### config.mk
export PLATFORM = sky130hd
export DESIGN_NAME = uart_rx_os
export DESIGN_NICKNAME = d
export VERILOG_FILES = /design/src/rtl/uart_rx_os.sv
export SDC_FILE = /design/constraint.sdc
export NUM_CORES = 1
export LEC_CHECK = 0
export CORE_MARGIN = 2
export CORE_UTILIZATION = 51
export DETAILED_ROUTE_END_ITERATION = 10
export HOLD_SLACK_MARGIN = 0.1
export PLACE_DENSITY = 0.75
export SYNTH_ARGS = -nofsm -noshare
export SYNTH_HDL_FRONTEND = slang
export SYNTH_SLANG_ARGS = --single-unit
### constraint.sdc
create_clock -name clk -period 2.05 [get_ports clk]
set_clock_uncertainty 0.05 [all_clocks]
set_input_delay 0.205 -clock clk [delete_from_list [all_inputs] [get_ports clk]]
set_output_delay 0.205 -clock clk [all_outputs]
set_load 0.01 [all_outputs]
### src/rtl/uart_rx_os.sv
// uart_rx_os: 8N1 LSB-first UART receiver with mid-bit sampling, a one-cycle byte strobe
// and full/overrun/frame-error status.
module uart_rx_os #(
    parameter logic [13:0] KBAUD    = 14'd10416,
    parameter int          CNT_BITS = $clog2(KBAUD) + 1
) (
    input  logic       clk,
    input  logic       rst,
    input  logic       rx_in,
    input  logic       Rx_rd,
    output logic [7:0] data,
    output logic       Rx_valid,
    output logic       Rx_full,
    output logic       Rx_busy,
    output logic       frame_err,
    output logic       overrun
);
    localparam logic [CNT_BITS-1:0] TOP = CNT_BITS'(KBAUD);
    localparam logic [CNT_BITS-1:0] MID = CNT_BITS'((KBAUD + 14'd1) / 14'd2 - 14'd1);

    typedef enum logic [2:0] {IDLE_s, START_s, DATA_s, STOP_s, BREAK_s} state_t;

    state_t              r_state, w_next;
    logic [1:0]          r_sync;
    logic [CNT_BITS-1:0] r_cnt;
    logic [2:0]          r_idx;
    logic [7:0]          r_shift;
    logic                w_rx, w_top, w_mid, w_good, w_bad;

    assign w_rx  = r_sync[1];
    assign w_top = r_cnt == TOP;
    assign w_mid = r_cnt == MID;

    always_ff @(posedge clk or negedge rst) begin
        if (!rst) begin
            r_state <= IDLE_s;
            r_sync  <= 2'b11;
            r_cnt   <= '0;
        end else begin
            r_state <= w_next;
            r_sync  <= {r_sync[0], rx_in};
            r_cnt   <= (w_next != r_state || w_top) ? '0 : r_cnt + CNT_BITS'(1);
        end
    end

    always_comb begin
        w_next = r_state;
        case (r_state)
            IDLE_s:  if (!w_rx) w_next = START_s;
            START_s: if (w_mid) w_next = w_rx ? IDLE_s : DATA_s;
            DATA_s:  if (w_top && r_idx == 3'd7) w_next = STOP_s;
            STOP_s:  if (w_top) w_next = w_rx ? IDLE_s : BREAK_s;
            BREAK_s: if (w_rx) w_next = IDLE_s;
            default: w_next = IDLE_s;
        endcase
    end

    always_comb begin
        Rx_busy = r_state != IDLE_s;
        w_good  = r_state == STOP_s && w_top && w_rx;
        w_bad   = r_state == STOP_s && w_top && !w_rx;
    end

    // Full/overrun are decided in the Rx_valid cycle, so a read in that cycle absorbs the new byte
    always_ff @(posedge clk or negedge rst) begin
        if (!rst) begin
            r_idx     <= '0;
            r_shift   <= '0;
            data      <= '0;
            Rx_valid  <= 1'b0;
            Rx_full   <= 1'b0;
            frame_err <= 1'b0;
            overrun   <= 1'b0;
        end else begin
            r_idx <= (r_state != DATA_s) ? 3'd0 : r_idx + {2'b00, w_top};
            if (r_state == DATA_s && w_top) r_shift <= {w_rx, r_shift[7:1]};
            if (w_good) data <= r_shift;
            Rx_valid  <= w_good;
            frame_err <= w_good ? 1'b0 : (w_bad ? 1'b1 : frame_err);
            Rx_full   <= Rx_valid | (Rx_full & ~Rx_rd);
            overrun   <= overrun | (Rx_valid & Rx_full & ~Rx_rd);
        end
    end
endmodule

==> results.md <==
* Routed len/inst at 16.1 um
* Leak Pwr at between 1 and 1.5 nW
* F_max at 442 MHz
* Final setup margin at -0.215 ns
* Tcrit/Tclk final at 1.10
* Clock tree buffer depth at 2
* DRT iter0 DRCs at 152
* Clock share of power at 0.377
* Row cnt at 22
* Max-slew violations at 0
* DRT Wirelength at 4290 um
* Placed inst area at 2390 sq um
* Share of the synthesized area in the top cell type at 0.522
* Drt via density at 5.53
* Area leader, netlist: dfrtp_1
* Most frequent cell after synthesis: dfrtp_1
* Sequential fraction of the synthesis area at 0.548
* Num Clock Sinks at between 40 and 50
* Dominant cells by area after synthesis: dfrtp_1 (52%), mux2_1 (4.6%), mux2_2 (4.6%)
* Vias in the first global route at 1388
* Root Driver: clkbuf_8
* Synth cell count leaders: dfrtp_1 (41), nor2_1 (15), nor3_1 (9)
* Sequential share of power at 0.604
* RSZ-0062 raised after global routing: yes
* Mean Syn Cell Area at 11.9 sq um
* Die height at between 60 and 70 um
* Die area at 4370 sq um
* Nets at 225
* Most used DFF post-synth: dfrtp_1
* Violated checks: negative setup slack
* Final setup vio count at 37
* Layout Cells excl Fill at 266
* Port Buffer Count at 16
* Comb power frac at 0.019
* Post-DP HPWL at 2780 um
* TritonCTS clock tree: done
* Area grow syn2layout at 35.8%
* Yosys reg bits at 43
* GRT overflow at 0
* Internal power at 1.10 mW
* EDFF count, synth at 0
* # diodes at 0
* Die W at ~66 um
* Final hold violations at 0
* Synth warn at 0
* Worst-margin pin slew at between 0.6 and 0.7 ns
* Fin crit period at 2.26 ns
* All-layer global routing usage at 0.206
* Worst Setup Start Kind: register
* Clk slew on worst S/H paths at 0.08 ns
* Vias at 1471
* Status: finished with violations
* Max-cap violation count at 0
* Global-route wire length before repair at 6440 um
* Critical Path Fanout Max at 8
* Final Instance Area at between 2000 and 3000 sq um
* Power density over the cells at 530 nW/um^2
* Mapped cell area at just under 2000 sq um
* Max-slew headroom at 0.548
* Post-DRT Antenna Nets at 0
* Maximum vdd drop at 0.499 mV
* DRC Markers at 0
* H-tree Lvls at 2
* Worst-Skew Late Latency at 0.31 ns
* Total power at 1.41 mW
* CTS buffer count at 5
* Initial Utilization at 0.533
* Ys async rst share at 1.00
* Placed Instances at 252
* Initial antenna violation count at 0
* Crit. End Element: register
* Top-level I/O count at 17
* Synthesized Nets at 173
* Total core area at 3690 sq um
* Syn Inst Count at ~170
* Switching Fraction at 0.223
* Critical path class: reg -> reg
* P_sw at between 0.3 and 0.4 mW
* Placer Congestion at about 0.9
* Unique masters post-synth at 37
* WP data arrival at 2.41 ns
* CP Data Required Time at 2.19 ns
* Share of cells above drive strength 1 at 0.358
* Drt pass-1 iters at 4
* Hold crit path type: in -> reg
* Largest net degree at the start of global routing at 28
worst paths after layout:
kind                            from        end  slack [ns]  cells past startpoint
max                        r_cnt[14]   r_cnt[4]       -0.21                      8
min                            rx_in  r_sync[0]        0.26                      1
max reg2reg                r_cnt[14]   r_cnt[4]       -0.21                      8
min reg2reg                r_sync[0]  r_sync[1]        0.31                      0
max in group asynchronous        rst   r_cnt[2]        1.01                      3
min in group asynchronous        rst    data[2]        0.37                      2
through the flow:
stage	setup TNS (ns)	setup slack, ns	util	hold slack (ns)
after global routing	-7.58	-0.270	0.724	0.253
after global placement	-4.10	-0.182	0.648	0.173
after CTS	-2.76	-0.167	0.686	0.263
after floorplan	-2.71	-0.119	-	-0.141
final	-5.60	-0.215	0.724	0.259
after detailed placement	-5.26	-0.216	0.648	0.179
logic make-up (layout without fill, tap and decap cells):
| kind of cell | Yosys count | after routing | synth area share |
|---|---|---|---|
| buf+inv | 10 | 63 | 0.0197 |
| fa+ha+maj | 4 | 4 | 0.0254 |
| xor+xnor | 14 | 14 | 0.0623 |
| simple gates | 67 | 67 | 0.202 |
| compound gates | 11 | 11 | 0.0509 |
| mux | 16 | 16 | 0.0916 |
| flops | 43 | 43 | 0.548 |
area by class of cell:
class                   count  area (sq um)
flip-flops and latches     43          1080
clock buffers               6          72.6
repair buffers             49           420
well taps                  48          60.1
inverters                   6          22.5
clock inverters             2          13.8
multi-input cells         112          1000
fillers                   256          1020
power by group through the flow:
stage	clock, mW	combinational, mW	sequential [mW]
after floorplan	0	0.00214	0.870
after global placement	0	0.0263	0.870
after detailed placement	0	0.0271	0.870
after CTS	0.539	0.0286	0.854
after global routing	0.584	0.0317	0.855
final	0.533	0.0275	0.854
sequential cells by signal (all words and copies together), names as in the netlist:
name,count
r_state,3
r_shift,8
Rx_full,1
r_cnt,15
data,8
overrun,1
r_sync,2
Rx_valid,1
r_idx,3
frame_err,1
cells in the final DEF, fill, tap and decap left out, types with 2 or more instances in the layout:
cell type / count
mux2_1: 7
nor3_4: 3
or3_1: 2
inv_1: 6
and4_1: 3
and2_4: 2
ha_4: 2
a211o_1: 2
ha_1: 2
xor2_1: 6
buf_4: 28
nand4bb_1: 2
nand2_1: 7
dfstp_2: 2
dfrtp_1: 41
mux2_2: 8
nor2_1: 13
and3_1: 3
buf_6: 4
nor3_2: 3
a211oi_4: 2
nor2_2: 3
nor3b_1: 3
xnor2_1: 8
nor3_1: 3
nand3_1: 7
clkbuf_8: 5
clkdlybuf4s50_1: 15
or4_4: 2
nand4_1: 2
layer usage:
layer	vias to the layer above	global-route usage	part of all wire
li1	690	-	-
met1	737	0.265	0.43
met2	37	0.323	0.50
met3	7	0.0613	0.043
met4	0	0.0918	0.022
met5	-	0	0
repair_timing:
item | 4_1_cts | 5_1_grt
gates resized for setup | 9 | 22
setup endpoints to repair | 34 | 37
setup buffers | 3 | 3
endpoints found under the hold margin | 23 | 0
hold buffers | 1 | 0
pin swaps | 5 | 14
critical path, stage by stage (launching register included):
cell and delay (ns):
dfrtp_1 0.39, or4_4 0.55, buf_6 0.14, nor4_4 0.34, buf_6 0.19, o2bb2ai_4 0.09
o211ai_2 0.19, buf_6 0.16, nor2_1 0.05
Note: power is estimated with default switching activity, not from simulation.
